==> config.mk <==
export PLATFORM = sky130hd
export DESIGN_NAME = fp_align_seq
export DESIGN_NICKNAME = d
export VERILOG_FILES = /design/src/rtl/fp_pkg.sv /design/src/rtl/fp_unpack.sv /design/src/rtl/fp_align_seq.sv
export SDC_FILE = /design/constraint.sdc
export NUM_CORES = 1
export LEC_CHECK = 0
export BUFFER_PORTS_ARGS = -buffer_cell sky130_fd_sc_hd__buf_2
export CAP_MARGIN = 20
export CORE_UTILIZATION = 35
export CTS_CLUSTER_SIZE = 30
export DETAILED_ROUTE_END_ITERATION = 8
export PLACE_DENSITY = 0.68
export SLEW_MARGIN = 20
export SYNTH_ARGS = -nofsm -noshare
export SYNTH_HDL_FRONTEND = slang
export SYNTH_SLANG_ARGS = --single-unit
==> constraint.sdc <==
create_clock -name clk -period 1.6 [get_ports clk]
set_clock_uncertainty 0.1 [all_clocks]
set_input_delay 0.32 -clock clk [delete_from_list [all_inputs] [get_ports clk]]
set_output_delay 0.32 -clock clk [all_outputs]
set_load 0.005 [all_outputs]
==> src/rtl/fp_pkg.sv <==
// Shared widths, FP32 field positions, FSM states and the unpacked-operand
// type for the FP32 pre-add alignment stage.
package fp_pkg;

  localparam int EXP_W     = 8;
  localparam int MAN_W     = 23;
  localparam int GRS_W     = 3;
  localparam int SIG_W     = MAN_W + 1;
  localparam int SHIFT_CAP = MAN_W + 3;
  localparam int EXT_W     = SIG_W + GRS_W;
  localparam int CNT_W     = 5;
  localparam int FP_W      = 1 + EXP_W + MAN_W;

  localparam int SIGN_BIT  = FP_W - 1;
  localparam int EXP_MSB   = FP_W - 2;
  localparam int EXP_LSB   = MAN_W;
  localparam int MAN_MSB   = MAN_W - 1;

  typedef enum logic [1:0] {
    IDLE  = 2'd0,
    SHIFT = 2'd1,
    HOLD  = 2'd2
  } state_t;

  typedef struct packed {
    logic             sign;
    logic [EXP_W-1:0] eff_exp;
    logic [SIG_W-1:0] sig;
  } fp_unp_t;

endpackage

==> src/rtl/fp_unpack.sv <==
// Combinational FP32 unpack: a zero biased exponent is a denormal with a
// cleared hidden bit and an effective exponent of 1.
module fp_unpack
  import fp_pkg::*;
(
  input  logic [FP_W-1:0] word,
  output fp_unp_t         unp
);

  logic [EXP_W-1:0] exp_s;
  logic [MAN_W-1:0] frac_s;
  logic             denorm_s;

  assign exp_s    = word[EXP_MSB:EXP_LSB];
  assign frac_s   = word[MAN_MSB:0];
  assign denorm_s = (exp_s == {EXP_W{1'b0}});

  // Exponent 255 needs no special case: it keeps its value and a set hidden bit.
  assign unp.sign    = word[SIGN_BIT];
  assign unp.eff_exp = denorm_s ? {{(EXP_W-1){1'b0}}, 1'b1} : exp_s;
  assign unp.sig     = {~denorm_s, frac_s};

endmodule

==> src/rtl/fp_align_seq.sv <==
// FP32 add/sub alignment: orders operands by magnitude and shifts the smaller
// significand right one bit per cycle into a guard/round/sticky field.
module fp_align_seq
  import fp_pkg::*;
(
  input  logic             clk,
  input  logic             rst_n,
  input  logic             in_valid,
  output logic             in_ready,
  input  logic [FP_W-1:0]  a,
  input  logic [FP_W-1:0]  b,
  input  logic             op,
  output logic             out_valid,
  input  logic             out_ready,
  output logic [EXT_W-1:0] man_big,
  output logic [EXT_W-1:0] man_small,
  output logic [EXP_W-1:0] exp_base,
  output logic             sign_big,
  output logic             eff_sub,
  output logic             swapped
);

  fp_unp_t          unp_a_s;
  fp_unp_t          unp_b_s;
  fp_unp_t          big_s;
  fp_unp_t          small_s;
  logic             b_larger_s;
  logic [EXP_W-1:0] diff_s;
  logic [CNT_W-1:0] cnt_init_s;

  state_t           state_r;
  logic [CNT_W-1:0] cnt_r;
  logic             out_valid_r;
  logic [EXT_W-1:0] man_big_r;
  logic [EXT_W-1:0] man_small_r;
  logic [EXP_W-1:0] exp_base_r;
  logic             sign_big_r;
  logic             eff_sub_r;
  logic             swapped_r;

  fp_unpack u_unpack_a (.word(a), .unp(unp_a_s));
  fp_unpack u_unpack_b (.word(b), .unp(unp_b_s));

  // An exact tie keeps A as the larger operand.
  assign b_larger_s = {unp_b_s.eff_exp, unp_b_s.sig} > {unp_a_s.eff_exp, unp_a_s.sig};
  assign big_s      = b_larger_s ? unp_b_s : unp_a_s;
  assign small_s    = b_larger_s ? unp_a_s : unp_b_s;
  assign diff_s     = big_s.eff_exp - small_s.eff_exp;
  assign cnt_init_s = (diff_s > EXP_W'(SHIFT_CAP)) ? CNT_W'(SHIFT_CAP) : diff_s[CNT_W-1:0];

  // Control FSM, shift counter and all registered outputs.
  always_ff @(posedge clk or negedge rst_n) begin
    if (!rst_n) begin
      state_r     <= IDLE;
      cnt_r       <= {CNT_W{1'b0}};
      out_valid_r <= 1'b0;
      man_big_r   <= {EXT_W{1'b0}};
      man_small_r <= {EXT_W{1'b0}};
      exp_base_r  <= {EXP_W{1'b0}};
      sign_big_r  <= 1'b0;
      eff_sub_r   <= 1'b0;
      swapped_r   <= 1'b0;
    end else begin
      case (state_r)
        IDLE: begin
          if (in_valid) begin
            man_big_r   <= {big_s.sig, {GRS_W{1'b0}}};
            man_small_r <= {small_s.sig, {GRS_W{1'b0}}};
            exp_base_r  <= big_s.eff_exp;
            sign_big_r  <= b_larger_s ? (unp_b_s.sign ^ op) : unp_a_s.sign;
            eff_sub_r   <= unp_a_s.sign ^ unp_b_s.sign ^ op;
            swapped_r   <= b_larger_s;
            cnt_r       <= cnt_init_s;
            if (cnt_init_s == {CNT_W{1'b0}}) begin
              state_r     <= HOLD;
              out_valid_r <= 1'b1;
            end else begin
              state_r     <= SHIFT;
            end
          end
        end
        SHIFT: begin
          // The two low bits fold into sticky so no dropped one is lost.
          man_small_r <= {1'b0, man_small_r[EXT_W-1:2], man_small_r[1] | man_small_r[0]};
          cnt_r       <= cnt_r - {{(CNT_W-1){1'b0}}, 1'b1};
          if (cnt_r == {{(CNT_W-1){1'b0}}, 1'b1}) begin
            state_r     <= HOLD;
            out_valid_r <= 1'b1;
          end
        end
        HOLD: begin
          if (out_ready) begin
            state_r     <= IDLE;
            out_valid_r <= 1'b0;
          end
        end
        default: begin
          state_r     <= IDLE;
          out_valid_r <= 1'b0;
        end
      endcase
    end
  end

  assign in_ready  = (state_r == IDLE);
  assign out_valid = out_valid_r;
  assign man_big   = man_big_r;
  assign man_small = man_small_r;
  assign exp_base  = exp_base_r;
  assign sign_big  = sign_big_r;
  assign eff_sub   = eff_sub_r;
  assign swapped   = swapped_r;

endmodule

Word level (Yosys, flattened, before mapping)
Index checks and enable logic that the tools add are counted.

storage, ports and cells
  register bits after elaboration = 70
  input bits = 69
  output and inout bits = 67
  logic and storage cells = 55

cells by class
  add/subtract/negate cells = 2
  order comparisons = 2
  eq/ne operators = 7
  muxes and demuxes = 20
  bitwise gates (word level) = 6
  reductions and logical operators = 9

operator list
  operator                                                                         count
  32-bit two-way mux                                                               2
  27-bit case mux with 2 select lines                                              1
  32-bit greater-than comparator                                                   1
  27-bit two-way mux                                                               1
  8-bit logical NOT                                                                2
  8-bit two-way mux                                                                2
  5-bit two-way mux                                                                2
  5-bit case mux with 2 select lines                                               1
  8-bit by 5-bit greater-than comparator with 1-bit output, second input constant  1
  2-bit two-way mux                                                                4
  8-bit subtractor                                                                 1
  2-bit != test, second input constant                                             3
  2-bit case mux with 3 select lines                                               1
  5-bit by 1-bit equality test with 1-bit output, second input constant            1
  5-bit logical NOT                                                                1
  1-bit two-way mux                                                                5
  5-bit by 1-bit subtractor with 5-bit output, second input constant               1
  2-bit AND reduction                                                              2
  4-bit AND reduction                                                              1
  1-bit case mux with 3 select lines                                               1
  3-bit AND reduction                                                              1
  1-bit bitwise XOR                                                                3
  2-bit by 1-bit equality test with 1-bit output, second input constant            1
  2-bit equality test, second input constant                                       1
  other kinds (5)                                                                  6

Logic depth before layout (Yosys ltp)
  depth in word-level cells = 11
  mapped depth = 22
  depth with buffers taken out = 19

Hierarchy
From an unflattened synthesis, not the netlist that was laid out.

unflattened totals
  cells, all modules = 583
  area, all modules = 5142.4 um^2

by module, submodules not included
  module        times used  cells an instance  area each (um^2)  sequential area each (um^2)
  fp_align_seq  1           513                4664.5            1751.7
  fp_unpack     2           35                 239.0             0.0

Least setup slack after synthesis
OpenSTA, ideal clock, no wires.

  kind = input to register
  from = input b[24]
  to = register out_valid_r (netlist: out_valid)
  setup time = 0.080 ns
  arrival = 4.883 ns
  required time = 1.420 ns
  path slack = -3.463 ns
  stages on the path = 22
  path buffers = 3
  cells stage by stage = buf_6 nor4_1 nand2_1 or2_2 ha_1 nand4_1 or4_4 o31ai_2 a21oi_2 nor2_8 buf_2 clkbuf_1 nor2_1 a21oi_1 ha_1 nand3_1 o21ai_0 o21ba_1 xnor2_1 or4_1 or3_1 o211ai_2

on the way
  word-level cells in the longest chain between the ends = 10
  elaborated cells on any way between the ends = 12
  classes of those cells = 1 x add/sub; 2 x order compare; 1 x eq/ne; 4 x mux; 1 x bitwise; 3 x reduce/logical

RTL lines
  what                                                      line                                    source
  start, declared                                           fp_align_seq.sv:11                      input logic [FP_W-1:0] b,
  8-bit logical NOT                                         fp_unpack.sv:16                         assign denorm_s = (exp_s == {EXP_W{1'b0}});
  8-bit two-way mux / 1-bit NOT (equally long branches)     fp_unpack.sv:20, fp_unpack.sv:21
  32-bit greater-than comparator                            fp_align_seq.sv:45                      assign b_larger_s = {unp_b_s.eff_exp, unp_b_s.sig} > {unp_a_s.eff_exp, unp_a_s.sig};
  32-bit two-way mux, on equally long branches              fp_align_seq.sv:46, fp_align_seq.sv:47
  8-bit subtractor (*)                                      fp_align_seq.sv:48                      assign diff_s = big_s.eff_exp - small_s.eff_exp;
  8-bit by 5-bit greater-than comparator with 1-bit output  fp_align_seq.sv:49                      assign cnt_init_s = (diff_s > EXP_W'(SHIFT_CAP)) ? CNT_W'(SHIFT_CAP) : diff_s[CNT_W-1:0];
  5-bit two-way mux (*)                                     fp_align_seq.sv:49
  5-bit logical NOT (*)                                     fp_align_seq.sv:74                      if (cnt_init_s == {CNT_W{1'b0}}) begin
  2-bit by 1-bit != test with 1-bit output (no line) (*)    --
  4-bit AND reduction (no line) (*)                         --
  end signal, assigned                                      fp_align_seq.sv:56                      out_valid_r <= 1'b0;
  end signal, assigned                                      fp_align_seq.sv:76                      out_valid_r <= 1'b1;
  end signal, assigned                                      fp_align_seq.sv:88                      out_valid_r <= 1'b1;
  end, declared                                             fp_align_seq.sv:33                      logic out_valid_r;

Every way passes the cells marked *; elsewhere a longest branch is shown, timed or not.
A chain may end at the register's enable or synchronous reset.

Worst setup path after layout
  from = input b[27]
  to = register out_valid_r (netlist: out_valid)

The elaborated chain is that of the path after synthesis.

==> impl_summary.txt <==
----------------------------------------------------
[Run status]
  Status ... finished, violations left
  Violations in the final reports ... negative setup slack

[Final layout]
  Final-layout fill cell count ... 1188
  Final cell count without fillers ... 997
  Net count, final ... 919
  Final core utilization ... 58.6%
  Final Instance Area ... 0.00776 mm2
  Sequential standard cell area ... 0.00175 mm2
  Area growth, synth to finish ... 63.7%
  Multi-input gate area ... 0.00304 mm2
  Antenna diode instance count ... 0
  Layout cells sized above 1 ... 44.1%

[Detailed routing]
  Average via count per standard cell ... 5.18
  First-pass DRT Iterations ... 5
  Final WL ... 16400 um
  Residual DRC count ... 0
  DRT iter0 DRCs ... 287
  Antenna-violating nets left ... 0
  Via total after detailed routing ... 5163
  DR WL/cell ... 16.4 um

[Setup path]
  Critical-path maximum fanout ... 3
  Worst r2r path cells ... 8
  Startpoint of the most critical register-to-register path ... cnt_r[1]$_DFFE_PN0P_
  Startpoint class of the critical path ... input port
  Data arrival at the endpoint of the critical path ... 3.96 ns
  Worst Setup SP ... b[27]
  Termination of the worst setup path ... out_valid$_DFFE_PN0P_
  Critical Path Sink Type ... register
  Reg2reg end ... out_valid$_DFFE_PN0P_
  Critical path data required time ... 1.75 ns
  Register-to-register setup slack ... -0.34 ns
  Startpoint-to-endpoint class of the critical path ... in -> reg

[Floorplanning]
  Io pins ... 136
  Die span in y ... 118 um
  Overall die area ... 0.0140 mm2
  Initial standard-cell utilization of the core ... 35.8%
  Placeable Area ... 0.0132 mm2
  Row cnt ... 42
  Width of the chip ... 118 um

[Logic synthesis]
  Number of warnings issued by yosys ... 0
  Largest area contributor in the netlist ... dfrtp_1
  Fraction of registers with async set/reset ... 100%
  Largest cells by area after synthesis ... dfrtp_1 (37%), ha_1 (9.0%), o21ai_0 (7.8%)
  Post-Syn Instances ... 564
  Portion of the post-synthesis area used by sequential elements ... 36.9%
  Most frequent cell after synthesis ... o21ai_0
  Synthesized area divided by synthesized cell count ... 8.41 um2
  Most used flip-flop cell after synthesis ... dfrtp_1
  Number of enable flip-flop cells after synthesis ... 0
  Post-synthesis register bit count ... 70
  Mapped cell area ... 0.00474 mm2
  Leading post-synthesis cells by instance count ... o21ai_0 (74), dfrtp_1 (70), nand2_1 (54), a21oi_1 (50), nor2_1 (42)
  Portion of synthesized cell area occupied by the leading cell type ... 36.9%
  Distinct cell type count of the synthesized netlist ... 56

[Hold path]
  Path type of the worst min-delay path ... in -> reg

[Power]
  Relative contribution of sequential cells to total power ... 29.2%
  Leakage power of the design ... 3.96 nW
  Net load switching power ... 4.00 mW
  Switching share of power ... 37.3%
  Int Power ... 6.73 mW
  PD cells ... 1380 mW/mm2
  Maximum vdd drop ... 0.693 mV
  Clock power frac ... 20.9%
  Overall power ... 10.7 mW
  Power share of the combinational group ... 49.9%

[STA]
  Unrepaired setup endpoints after global routing ... true
  Fin. Hold Viols ... 0
  Setup WS post-layout ... -2.21 ns
  Count of pins over their slew limit ... 0
  Post-route minimum period ... 3.81 ns
  Final setup violation count ... 66
  Maximum achievable frequency ... 263 MHz
  Final cycle utilization of the critical path ... 238%

[Placement]
  Worst slack, placed ... -2.60 ns
  Number of cells in the design after placement ... 950
  Cell area after placement ... 0.00647 mm2
  Placed wire-length estimate after detailed placement ... 10600 um
  Port Buf Inserts ... 132
  RD Place Congestion ... 0.844

[Clock tree]
  Count of clock tree sinks ... 70
  Clock-pin slew on the worst setup and hold paths ... 0.06 ns
  CTS tree ... yes
  Total CTS buffers ... 9
  Clock latency on the worst-skew pair ... 0.33 ns
  Longest Clk Path Bufs ... 2
  H-tree Lvls ... 3
  Clock root buffer ... clkbuf_16

[Flow run]
  Max Cap Viol ... 0

[GRT]
  GR Overflow Total ... 0
  Aggregate global-route resource usage ... 23.9%
  Number of global-route vias before repair ... 5065
  Initial antenna violation count ... 0
  First-pass GRT wire length ... 26200 um
  Pin count of the biggest net entering global routing ... 48

----------------------------------------------------
-- worst max-delay path: stages --
cell	delay (ns)
buf_6	0.10
nor4_4	0.27
nand2_1	0.08
or2_4	0.25
ha_4	0.28
nand4_1	0.11
or4_4	0.45
o31ai_4	0.23
a21oi_4	0.08
nor2_8	0.12
nor2_2	0.05
a21oi_2	0.10
ha_2	0.20
nand3_2	0.09
o21ai_2	0.08
o21ba_4	0.18
xnor2_2	0.13
or4_4	0.42
or3_4	0.35
o211ai_2	0.07
-- per-stage QoR --
| step | setup TNS (ns) | hold slack (ns) |
|---|---|---|
| floorplan | -95.32 | -0.0756 |
| global placement | -139.04 | 0.183 |
| detailed placement | -141.53 | 0.185 |
| CTS | -98.58 | 0.169 |
| global route | -114.86 | 0.206 |
| finish | -104.50 | 0.175 |
-- cell type report --
| cell class | count | area share (%) |
|---|---|---|
| Clock buffer | 9 | 2.90 |
| Clock inverter | 7 | 1.35 |
| Inverter | 39 | 1.89 |
| Multi-Input combinational cell | 417 | 39.1 |
| Sequential cell | 70 | 22.6 |
| Tap cell | 176 | 2.84 |
| Timing Repair Buffer | 279 | 29.3 |
-- power groups by stage --
| stage | registers (mW) | clock network (mW) | logic (mW) |
|---|---|---|---|
| 3_5_place_dp | 3.14 | 0 | 4.38 |
| 5_1_grt | 3.25 | 2.35 | 5.88 |
| 6_report | 3.14 | 2.24 | 5.36 |
| 2_1_floorplan | 3.18 | 0 | 2.17 |
| 3_3_place_gp | 3.12 | 0 | 4.31 |
| 4_1_cts | 3.13 | 2.26 | 5.30 |
-- cell usage in the layout (no fill, tap or decap), types with 7 or more instances in the layout --
| master | netlist | final |
|---|---|---|
| ha_1 | 34 | 32 |
| a21oi_1 | 50 | 35 |
| buf_16 | 0 | 13 |
| nor2_1 | 42 | 27 |
| o21ai_0 | 74 | 15 |
| nor2_2 | 0 | 8 |
| nand2_1 | 54 | 51 |
| nor2b_1 | 11 | 10 |
| inv_1 | 39 | 39 |
| a21oi_2 | 1 | 13 |
| nand3_1 | 12 | 10 |
| clkbuf_16 | 0 | 9 |
| nor2_4 | 0 | 7 |
| mux2i_1 | 34 | 30 |
| buf_12 | 0 | 16 |
| buf_4 | 3 | 113 |
| dfrtp_1 | 70 | 70 |
| buf_2 | 3 | 130 |
| a22oi_1 | 25 | 25 |
| a21o_1 | 7 | 7 |
| o21ai_1 | 1 | 56 |
-- logic make-up after synthesis --
logic type | after synthesis | synth area share [%]
AOI/OAI and AO/OA | 182 | 22.7
muxes | 35 | 7.41
xor gates and xnor gates | 9 | 1.66
DFF | 70 | 36.9
and+or+nand+nor | 154 | 15.5
other | 1 | 0.0791
buffers and inverters | 79 | 6.73
adders and majority gates | 34 | 8.97
-- state kept, by name (all words and copies together), names as in the netlist --
name,flops
sign_big,1
out_valid,1
eff_sub,1
state_r,2
swapped,1
man_big,24
cnt_r,5
exp_base,8
man_small,27
-- routing by layer --
| metal | track usage, % | up-vias | routed length [um] |
|---|---|---|---|
| met5 | 0 | - | 0 |
| met4 | 7.36 | 0 | 314 |
| met3 | 4.20 | 22 | 982 |
| met2 | 40.7 | 164 | 8040 |
| met1 | 30.8 | 2466 | 7020 |
| li1 | - | 2511 | - |
-- how the worst min path moves through the flow --
stage	start	end	slack, ns	cells past startpoint
floorplan	rst_n	cnt_r[0]$_DFFE_PN0P_	-0.08	0
global placement	rst_n	swapped$_DFFE_PN0P_	0.18	1
detailed placement	rst_n	swapped$_DFFE_PN0P_	0.18	1
CTS	a[8]	man_big[11]$_DFFE_PN0P_	0.17	3
global route	a[19]	man_big[22]$_DFFE_PN0P_	0.21	3
finish	a[8]	man_big[11]$_DFFE_PN0P_	0.17	3
-- what timing repair did --
| action | CTS | global route |
|---|---|---|
| gates cloned | 13 | 0 |
| endpoints found under the hold margin | 15 | 0 |
| pin swaps | 20 | 1 |
| endpoints found under the setup margin | 66 | 66 |
| setup buffers | 16 | 1 |
| resized for setup | 134 | 6 |
| hold buffers | 1 | 0 |
(Power assumes the default switching activity.)
